### src/rtl/adc_sar_pkg.sv
// adc_sar_pkg: shared sizes, state encoding and bit-mask helper for the SAR sequencer
package adc_sar_pkg;
    localparam int N_BITS       = 10;
    localparam int AVG_MAX_LOG2 = 7;
    localparam int ACC_W        = N_BITS + AVG_MAX_LOG2;
    localparam int K_W          = $clog2(N_BITS);
    localparam int CNT_W        = AVG_MAX_LOG2 + 1;

    typedef enum logic [2:0] {
        S_IDLE,
        S_SAMPLE,
        S_TRIAL,
        S_WAIT,
        S_NEXT,
        S_DONE
    } state_t;

    function automatic logic [N_BITS-1:0] bit_mask(input logic [K_W-1:0] k);
        return {{(N_BITS-1){1'b0}}, 1'b1} << k;
    endfunction
endpackage

### src/rtl/adc_sar_accumulator.sv
// adc_sar_accumulator: conversion sum with clear/add and a shifted (averaged) view of the next sum
module adc_sar_accumulator
    import adc_sar_pkg::*;
(
    input  logic              i_clk,
    input  logic              i_rst_n,
    input  logic              i_clr,
    input  logic              i_add,
    input  logic [N_BITS-1:0] i_din,
    input  logic [2:0]        i_shift,
    output logic [N_BITS-1:0] o_avg
);
    logic [ACC_W-1:0] r_acc;
    logic [ACC_W-1:0] w_nxt;

    // o_avg looks at the post-add value so the final sum is usable on the same edge it lands
    always_comb begin
        w_nxt = i_clr ? '0 : i_add ? r_acc + ACC_W'(i_din) : r_acc;
        o_avg = N_BITS'(w_nxt >> i_shift);
    end

    always_ff @(posedge i_clk or negedge i_rst_n)
        if (!i_rst_n) r_acc <= '0;
        else          r_acc <= w_nxt;
endmodule

### src/rtl/adc_sar_sequencer.sv
// adc_sar_sequencer: sample phase, MSB-first binary search and power-of-two averaging for the SAR ADC
module adc_sar_sequencer
    import adc_sar_pkg::*;
(
    input  logic              i_clk,
    input  logic              i_rst_n,
    input  logic              i_enable,
    input  logic              i_start,
    input  logic [3:0]        i_sample_cycles,
    input  logic [2:0]        i_avg_log2,
    input  logic              i_comp_valid,
    input  logic              i_comp_out,
    output logic [N_BITS-1:0] o_dac_code,
    output logic              o_sample_n,
    output logic              o_comp_trig,
    output logic              o_busy,
    output logic [N_BITS-1:0] o_result,
    output logic              o_result_valid,
    input  logic              i_result_ready
);
    state_t            r_state, w_next;
    logic [3:0]        r_smp, r_phase;
    logic [2:0]        r_avg;
    logic [K_W-1:0]    r_k, w_k_nxt;
    logic [N_BITS-1:0] r_partial, w_part_nxt, w_dac, w_avg;
    logic [CNT_W-1:0]  r_cnt;
    logic              w_last, w_clr, w_add;

    adc_sar_accumulator u_acc (
        .i_clk   (i_clk),
        .i_rst_n (i_rst_n),
        .i_clr   (w_clr),
        .i_add   (w_add),
        .i_din   (r_partial),
        .i_shift (r_avg),
        .o_avg   (w_avg)
    );

    always_ff @(posedge i_clk or negedge i_rst_n)
        if (!i_rst_n) r_state <= S_IDLE;
        else          r_state <= w_next;

    always_comb begin
        w_last = (r_cnt + CNT_W'(1)) == (CNT_W'(1) << r_avg);
        w_next = r_state;
        if (!i_enable)
            w_next = S_IDLE;
        else
            case (r_state)
                S_IDLE:   w_next = i_start ? S_SAMPLE : S_IDLE;
                S_SAMPLE: w_next = r_phase == '0 ? S_TRIAL : S_SAMPLE;
                S_TRIAL:  w_next = S_WAIT;
                S_WAIT:   w_next = i_comp_valid ? S_NEXT : S_WAIT;
                S_NEXT:   w_next = r_k != '0 ? S_TRIAL : w_last ? S_DONE : S_SAMPLE;
                S_DONE:   w_next = i_result_ready ? S_IDLE : S_DONE;
                default:  w_next = S_IDLE;
            endcase
    end

    // outputs are computed from the next state and registered, so they are valid in the state they describe
    always_comb begin
        w_clr      = r_state == S_IDLE && w_next == S_SAMPLE;
        w_add      = r_state == S_NEXT && r_k == '0 && i_enable;
        w_k_nxt    = r_state == S_SAMPLE ? K_W'(N_BITS - 1) : r_k - K_W'(1);
        w_part_nxt = r_state == S_SAMPLE ? '0 : r_partial;
        w_dac      = w_next == S_TRIAL ? (w_part_nxt | bit_mask(w_k_nxt))
                   : (w_next == S_WAIT || w_next == S_NEXT) ? o_dac_code : '0;
    end

    always_ff @(posedge i_clk or negedge i_rst_n)
        if (!i_rst_n) begin
            r_smp          <= '0;
            r_avg          <= '0;
            r_cnt          <= '0;
            r_phase        <= '0;
            r_k            <= '0;
            r_partial      <= '0;
            o_dac_code     <= '0;
            o_sample_n     <= 1'b1;
            o_comp_trig    <= 1'b0;
            o_busy         <= 1'b0;
            o_result       <= '0;
            o_result_valid <= 1'b0;
        end else begin
            if (w_clr) begin
                r_smp <= i_sample_cycles;
                r_avg <= i_avg_log2;
                r_cnt <= '0;
            end else if (w_add)
                r_cnt <= r_cnt + CNT_W'(1);
            if (w_next == S_SAMPLE && r_state != S_SAMPLE)
                r_phase <= w_clr ? i_sample_cycles : r_smp;
            else if (r_state == S_SAMPLE)
                r_phase <= r_phase - 4'd1;
            if (w_next == S_TRIAL) begin
                r_k       <= w_k_nxt;
                r_partial <= w_part_nxt;
            end else if (r_state == S_WAIT && w_next == S_NEXT)
                r_partial[r_k] <= i_comp_out;
            o_dac_code     <= w_dac;
            o_sample_n     <= w_next != S_SAMPLE;
            o_comp_trig    <= w_next == S_TRIAL;
            o_busy         <= w_next != S_IDLE;
            o_result_valid <= w_next == S_DONE;
            if (r_state == S_NEXT && w_next == S_DONE)
                o_result <= w_avg;
        end
endmodule

### config.mk
export PLATFORM = sky130hd
export DESIGN_NAME = adc_sar_sequencer
export DESIGN_NICKNAME = d
export VERILOG_FILES = /design/src/rtl/adc_sar_pkg.sv /design/src/rtl/adc_sar_accumulator.sv /design/src/rtl/adc_sar_sequencer.sv
export SDC_FILE = /design/constraint.sdc
export NUM_CORES = 1
export LEC_CHECK = 0
export BUFFER_PORTS_ARGS = -buffer_cell sky130_fd_sc_hd__buf_4
export CAP_MARGIN = 5
export CORE_ASPECT_RATIO = 1.25
export CORE_UTILIZATION = 50
export CTS_CLUSTER_DIAMETER = 200
export DETAILED_ROUTE_END_ITERATION = 10
export PLACE_DENSITY_LB_ADDON = 0.2
export SYNTH_ARGS = -nofsm -noshare
export SYNTH_HDL_FRONTEND = slang
export SYNTH_SLANG_ARGS = --single-unit
export TNS_END_PERCENT = 20
### constraint.sdc
create_clock -name i_clk -period 2.7 [get_ports i_clk]
set_input_delay 0.135 -clock i_clk [delete_from_list [all_inputs] [get_ports i_clk]]
set_output_delay 0.135 -clock i_clk [all_outputs]
set_load 0.02 [all_outputs]
; Yosys cells after proc, flatten, opt, wreduce, memory -nomap -nowiden
; Cells that the tools add are included.
[word_totals]
inputBits = 14
ff_bits = 77
output_inout_bits = 24
word_cells = 78
[op_classes]
reduce_logical = 16
n_shift = 3
bitwise = 1
order_cmp = 2
n_addsub = 4
n_eq_ne = 14
n_mux = 24
[ops]
columns = operator, count
row1 = 10-bit two-way mux, 5
row2 = 17-bit two-way mux, 2
row3 = 3-bit one-hot mux with 6 select lines, 1
row4 = 17-bit by 10-bit adder with 17-bit output, 1
row5 = 17-bit by 3-bit >> shifter with 10-bit output, 1
row6 = 4-bit two-way mux, 4
row7 = 8-bit two-way mux, 2
row8 = 3-bit two-way mux, 5
row9 = 3-bit by 2-bit equality test with 1-bit output (second input constant), 4
row10 = 3-bit equality test (second input constant), 4
row11 = 10-bit bitwise mux, 1
row12 = 10-bit bitwise OR, 1
row13 = 1-bit by 4-bit << shifter with 10-bit output (first input constant), 1
row14 = 8-bit by 1-bit adder with 8-bit output (second input constant), 1
row15 = 8-bit equality test, 1
row16 = 4-bit zero test, 2
row17 = 1-bit by 3-bit << shifter with 8-bit output (first input constant), 1
row18 = 4-bit by 1-bit subtractor with 4-bit output (second input constant), 2
row19 = 1-bit logical AND, 7
row20 = 3-bit by 1-bit equality test with 1-bit output (second input constant), 2
row21 = 3-bit by 1-bit inequality test with 1-bit output (second input constant), 2
row22 = 2-bit nonzero test, 3
row23 = 4-bit by 5-bit less-than comparator with 1-bit output (second input constant), 1
row24 = 1-bit demux with 4-bit select, 1
row25 = 8 further kinds, 9

; Depth between registers and ports, before layout
[depth]
depth_word = 10
depth_mapped = 13

; Hierarchy
; Synthesis repeated with hierarchy kept, for this count alone.
[unflattened]
hier_cells = 584
area_unflattened_um2 = 5345.1
[modules_own_cells]
columns = module, seq_area_each_um2, area_each_um2, cells_each, instances
row1 = adc_sar_sequencer, 1502.7, 3285.7, 332, 1
row2 = adc_sar_accumulator, 425.4, 2059.5, 252, 1

; Worst setup path before layout
; OpenSTA, ideal clock, no wires.
[synth_timing]
kind = register -> register
start = register r_k[0]
end = register o_result[9]
path_slack_ns = -0.008
synth_period_minus_slack_ns = 2.708
setup_ns = 0.134
path_buffers = 0
t_arrival_ns = 2.574
stages_incl_launch_ff = 11
cell_sequence = dfrtp_1 -> inv_1 -> ha_1 -> nor3b_1 -> nand2_1 -> a311oi_1 -> o2111ai_1 -> nor3_4 -> o221ai_1 -> a2111oi_0 -> a21oi_1
[synth_via]
elab_chain_cells = 8
[synth_lines]
columns = item, line
row1 = start: declaration, adc_sar_sequencer.sv:24  ; logic [K_W-1:0] r_k, w_k_nxt;
row2 = start signal: assignment, adc_sar_sequencer.sv:96  ; r_k <= w_k_nxt;
row3 = 4-bit nonzero test, adc_sar_sequencer.sv:54  ; S_NEXT: w_next = r_k != '0 ? S_TRIAL : w_last ? S_DONE : S_SAMPLE;
row4 = 3-bit two-way mux, adc_sar_sequencer.sv:54
row5 = 3-bit one-hot mux with 6 select lines, adc_sar_sequencer.sv:49  ; case (r_state)
row6 = 3-bit two-way mux, adc_sar_sequencer.sv:46  ; if (!i_enable)
row7 = 3-bit by 1-bit equality test with 1-bit output, adc_sar_sequencer.sv:62  ; w_clr = r_state == S_IDLE && w_next == S_SAMPLE;
row8 = 1-bit logical AND, adc_sar_sequencer.sv:62
row9 = 17-bit two-way mux, adc_sar_accumulator.sv:18  ; w_nxt = i_clr ? '0 : i_add ? r_acc + ACC_W'(i_din) : r_acc;
row10 = 17-bit by 3-bit >> shifter with 10-bit output, adc_sar_accumulator.sv:19  ; o_avg = N_BITS'(w_nxt >> i_shift);
row11 = end signal: assignment, adc_sar_sequencer.sv:106  ; o_result <= w_avg;
row12 = end: declaration, adc_sar_sequencer.sv:17  ; output logic [N_BITS-1:0] o_result,
; Several ways; a longest one is shown, not always the timed one.
; A chain may end at the register's enable or synchronous reset.

; Final worst setup path
[layout_timing]
start = register r_partial[0]
end = register o_result[8]
[layout_via]
elab_chain_cells = 4
[layout_lines]
columns = item, line
row1 = start: declaration, adc_sar_sequencer.sv:25  ; logic [N_BITS-1:0] r_partial, w_part_nxt, w_dac, w_avg;
row2 = start signal: assignment, adc_sar_sequencer.sv:97  ; r_partial <= w_part_nxt;
row3 = start signal: indexed assignment, adc_sar_sequencer.sv:99  ; r_partial[r_k] <= i_comp_out;
row4 = 17-bit by 10-bit adder with 17-bit output, adc_sar_accumulator.sv:18
row5 = 17-bit two-way mux (2 in series), adc_sar_accumulator.sv:18
row6 = 17-bit by 3-bit >> shifter with 10-bit output, adc_sar_accumulator.sv:19
; No other way between the ends.

==> impl_metrics.tcl <==
set metrics [dict create \
    dp_worst_setup_slack_ps -243 \
    hold_path.class "in -> async" \
    worst_clock_skew_ps 4.65 \
    drt-pass1-iter-count 7 \
    cts.sinks 77 \
    design_area_um2 7040 \
    power.internal_uw 2470 \
    synthCells 588 \
    seq_area_um2 1930 \
    violations "negative hold slack, negative setup slack" \
    ys_types 88 \
    dp_hpwl_mm 11.4 \
    syn_area_per_cell_um2 8.87 \
    fin_hold_ws_ps -57.7 \
    vias 5142 \
    ant_nets 0 \
    switching_share 0.362 \
    status "finished with violations" \
    post-route-worst-setup-slack_ps -138 \
    routed_wl_mm 15.9 \
    pwr-share-seq 0.350 \
    drc_errors 0 \
    syn-num-nets 620 \
    htree_num_levels 3 \
    vias_per_cell 6.01 \
    overflow 0 \
    synth-edff-count 0 \
    maxCapViolCount 0 \
    drive_above_1_share 0.343 \
    gp_congestion 0.908 \
    avgRoutedWirePerCell_um 18.6 \
    ys_seq_elements 77 \
    io_buffers 37 \
    async_flop_share 1.00 \
    core_area_um2 10100 \
    max_slew_margin 0.341 \
    die_w_um 93.3 \
    rsz0062_at_grt "true" \
    synth_warnings 0 \
    grt_max_degree 78 \
    critPathKind "reg -> reg" \
    clock_latency_ps 340 \
    tightest_slew_ps 988 \
    drt_iter0_markers 338 \
    first_global_vias 5161 \
    fin_total_pwr_uw 3880 \
    p_comb_frac 0.362 \
    end_kind "register" \
    crit_required_ps 2980 \
    cp_max_fo 5 \
    root_buffer "clkbuf_16" \
    setup_viol_count_final 7 \
    synth.cell_area_um2 5220 \
    slew_violations 0 \
    timing.final.crit_share 1.05 \
    fill_cells 794 \
    yosysSeqAreaShare 0.370 \
    die_h_um 116 \
    cp-start-kind "register" \
    cp_data_arrival_time_ps 3110 \
    clock_power_share 0.289 \
    dieArea_um2 10800 \
    fp-row-count 41 \
    antenna_found_initial 0 \
    synthFlopType "dfrtp_1" \
    track_usage 0.299 \
    p_leak_uw 0.00327 \
    cts_tree "done" \
    diodes 0 \
    finalNetCount 754 \
    finalHoldViolations 47 \
    path_clk_slew_ps 60 \
    p_per_area_nw_per_um2 550 \
    grt_pass1_wl_mm 25.1 \
    initial_core_util 0.516 \
    max_freq_mhz 352 \
    cts_max_path_buffers 2 \
    net-switching-power_uw 1400 \
    post_dp_cell_area_um2 6290 \
    cts_buffers 9 \
    fin_crit_ps 2840 \
    ioPinCount 38 \
    multi_input_area_um2 3430 \
    area_growth_pct 35.1 \
    irDropWorstVdd_mv 0.386 \
]
-- per-stage QoR --
stage               cells  utilization  hold slack (ps)  setup TNS [ps]
global route          855        0.697             29.8           -2350
finish                855        0.697            -57.7            -440
CTS                   847        0.671             4.01            -191
floorplan             588            -             -161               0
detailed placement    825        0.622              349           -1460
global placement      825        0.622              343           -1280
-- path summary, 6_finish.rpt --
check	startpoint	endpoint	slack (ps)	cells past startpoint
hold reg to reg	r_smp[3]$_DFF_PN0_	r_smp[3]$_DFF_PN0_	490	2
hold / removal	i_rst_n	r_cnt[4]$_DFFE_PN0P_	-60	1
setup reg to reg	r_partial[0]$_DFFE_PN0P_	o_result[8]$_DFFE_PN0P_	-140	12
setup / recovery	r_partial[0]$_DFFE_PN0P_	o_result[8]$_DFFE_PN0P_	-140	12
max in group asynchronous	i_rst_n	r_avg[2]$_DFFE_PN0P_	2020	1
min in group i_clk	i_avg_log2[2]	r_avg[2]$_DFFE_PN0P_	10	3
-- Yosys cell counts, drive strengths merged, types with 5 or more instances --
cell type | number | area [µm²]
xor2 | 10 | 87.6
a211oi | 12 | 90.1
a21o | 6 | 45.0
o21ai | 18 | 97.6
o31a | 6 | 52.6
mux2i | 14 | 140
nor2 | 62 | 233
o22ai | 6 | 37.5
nand2 | 67 | 254
nand3 | 20 | 100
o2bb2ai | 11 | 96.3
buf | 11 | 65.1
ha | 17 | 213
inv | 17 | 63.8
o31ai | 9 | 67.6
xnor2 | 15 | 131
dfrtp | 76 | 1900
nand4 | 5 | 37.5
and3 | 11 | 68.8
nor4 | 6 | 43.8
a21boi | 5 | 37.5
nor3 | 17 | 96.4
clkbuf | 21 | 80.1
a21oi | 31 | 159
o211ai | 8 | 65.1
and2 | 5 | 31.3
nor2b | 6 | 37.5
or3 | 5 | 41.3
-- layer usage --
metal  vias up  routed length, µm  part of all wire  GRT usage
met2       129               8310              0.52      0.540
met5         -                  0                 0          0
met3        31                599             0.038     0.0540
met1      2536               6500              0.41      0.350
met4         0                455             0.029      0.124
li1       2446                  -                 -          -
-- worst max-delay path: stages (launching register included) --
cell	delay, ps
dfrtp_1	380
ha_2	200
inv_2	50
fa_2	220
nor2b_4	60
o2111a_2	280
nor4b_4	420
and4bb_1	270
xnor2_2	160
buf_4	150
mux2_4	250
o2111ai_2	150
and3b_1	170
-- state kept, by name (all words and copies together), names as in the netlist --
register and cells:
o_busy 1, o_comp_trig 1, o_dac_code 10, o_result 10
o_result_valid 1, o_sample_n 1, r_avg 3, r_cnt 8
r_k 4, r_partial 10, r_phase 4, r_smp 4
r_state 3, u_acc.r_acc 17
-- logic make-up (layout without fill, tap and decap cells) --
| family | after synthesis | after routing | synth area share |
|---|---|---|---|
| and+or+nand+nor | 235 | 235 | 0.234 |
| AOI/OAI and AO/OA | 163 | 163 | 0.230 |
| DFF | 77 | 77 | 0.370 |
| buffers and inverters | 52 | 190 | 0.0422 |
| xor gates and xnor gates | 25 | 25 | 0.0420 |
| adders and majority gates | 18 | 18 | 0.0446 |
| muxes | 18 | 18 | 0.0377 |
-- area by class of cell --
| cell class | count | area share |
|---|---|---|
| clock buffers | 11 | 0.0345 |
| clock inverters | 4 | 0.00355 |
| inverters | 20 | 0.0117 |
| multi-input cells | 459 | 0.488 |
| flip-flops and latches | 77 | 0.274 |
| well taps | 129 | 0.0229 |
| repair buffers | 154 | 0.165 |
| repair inverters | 1 | 0.000711 |
-- repair_timing --
| action | 4_1_cts | 5_1_grt |
|---|---|---|
| endpoints found under the hold margin | 1 | 0 |
| hold buffers | 1 | 0 |
| pin swaps | 18 | 14 |
| resized for setup | 33 | 45 |
| buffers inserted | 7 | 7 |
| setup endpoints to repair | 23 | 36 |
| gates cloned | 0 | 1 |
-- cell usage in the layout (no fill, tap or decap), types with 4 or more instances in the layout --
| master | count |
|---|---|
| a32oi_1 | 4 |
| dfrtp_1 | 75 |
| o31ai_1 | 8 |
| nand4_1 | 4 |
| xnor2_2 | 5 |
| a21oi_1 | 25 |
| a21o_1 | 6 |
| a211oi_2 | 4 |
| o31a_1 | 5 |
| a211oi_1 | 8 |
| and3_1 | 11 |
| o2bb2ai_1 | 11 |
| and2_1 | 4 |
| a21oi_2 | 5 |
| clkbuf_16 | 9 |
| o21ai_0 | 14 |
| nor2_1 | 59 |
| mux2i_1 | 11 |
| o22ai_1 | 5 |
| nor3_1 | 12 |
| nand2b_1 | 4 |
| nand2_1 | 64 |
| nor2b_1 | 5 |
| xor2_1 | 9 |
| inv_1 | 13 |
| o211ai_1 | 7 |
| a211o_1 | 4 |
| nor3_2 | 4 |
| nand3_1 | 19 |
| ha_1 | 14 |
| a21boi_0 | 5 |
| buf_4 | 152 |
| xnor2_1 | 10 |
-- power by group through the flow --
| stage | registers (µW) | clock network (µW) | logic (µW) |
|---|---|---|---|
| after floorplan | 1350 | 0 | 821 |
| after global placement | 1360 | 0 | 1280 |
| after detailed placement | 1370 | 0 | 1290 |
| after CTS | 1350 | 1130 | 1330 |
| after global routing | 1370 | 1180 | 1540 |
| final | 1360 | 1120 | 1400 |
(Power assumes the default switching activity.)
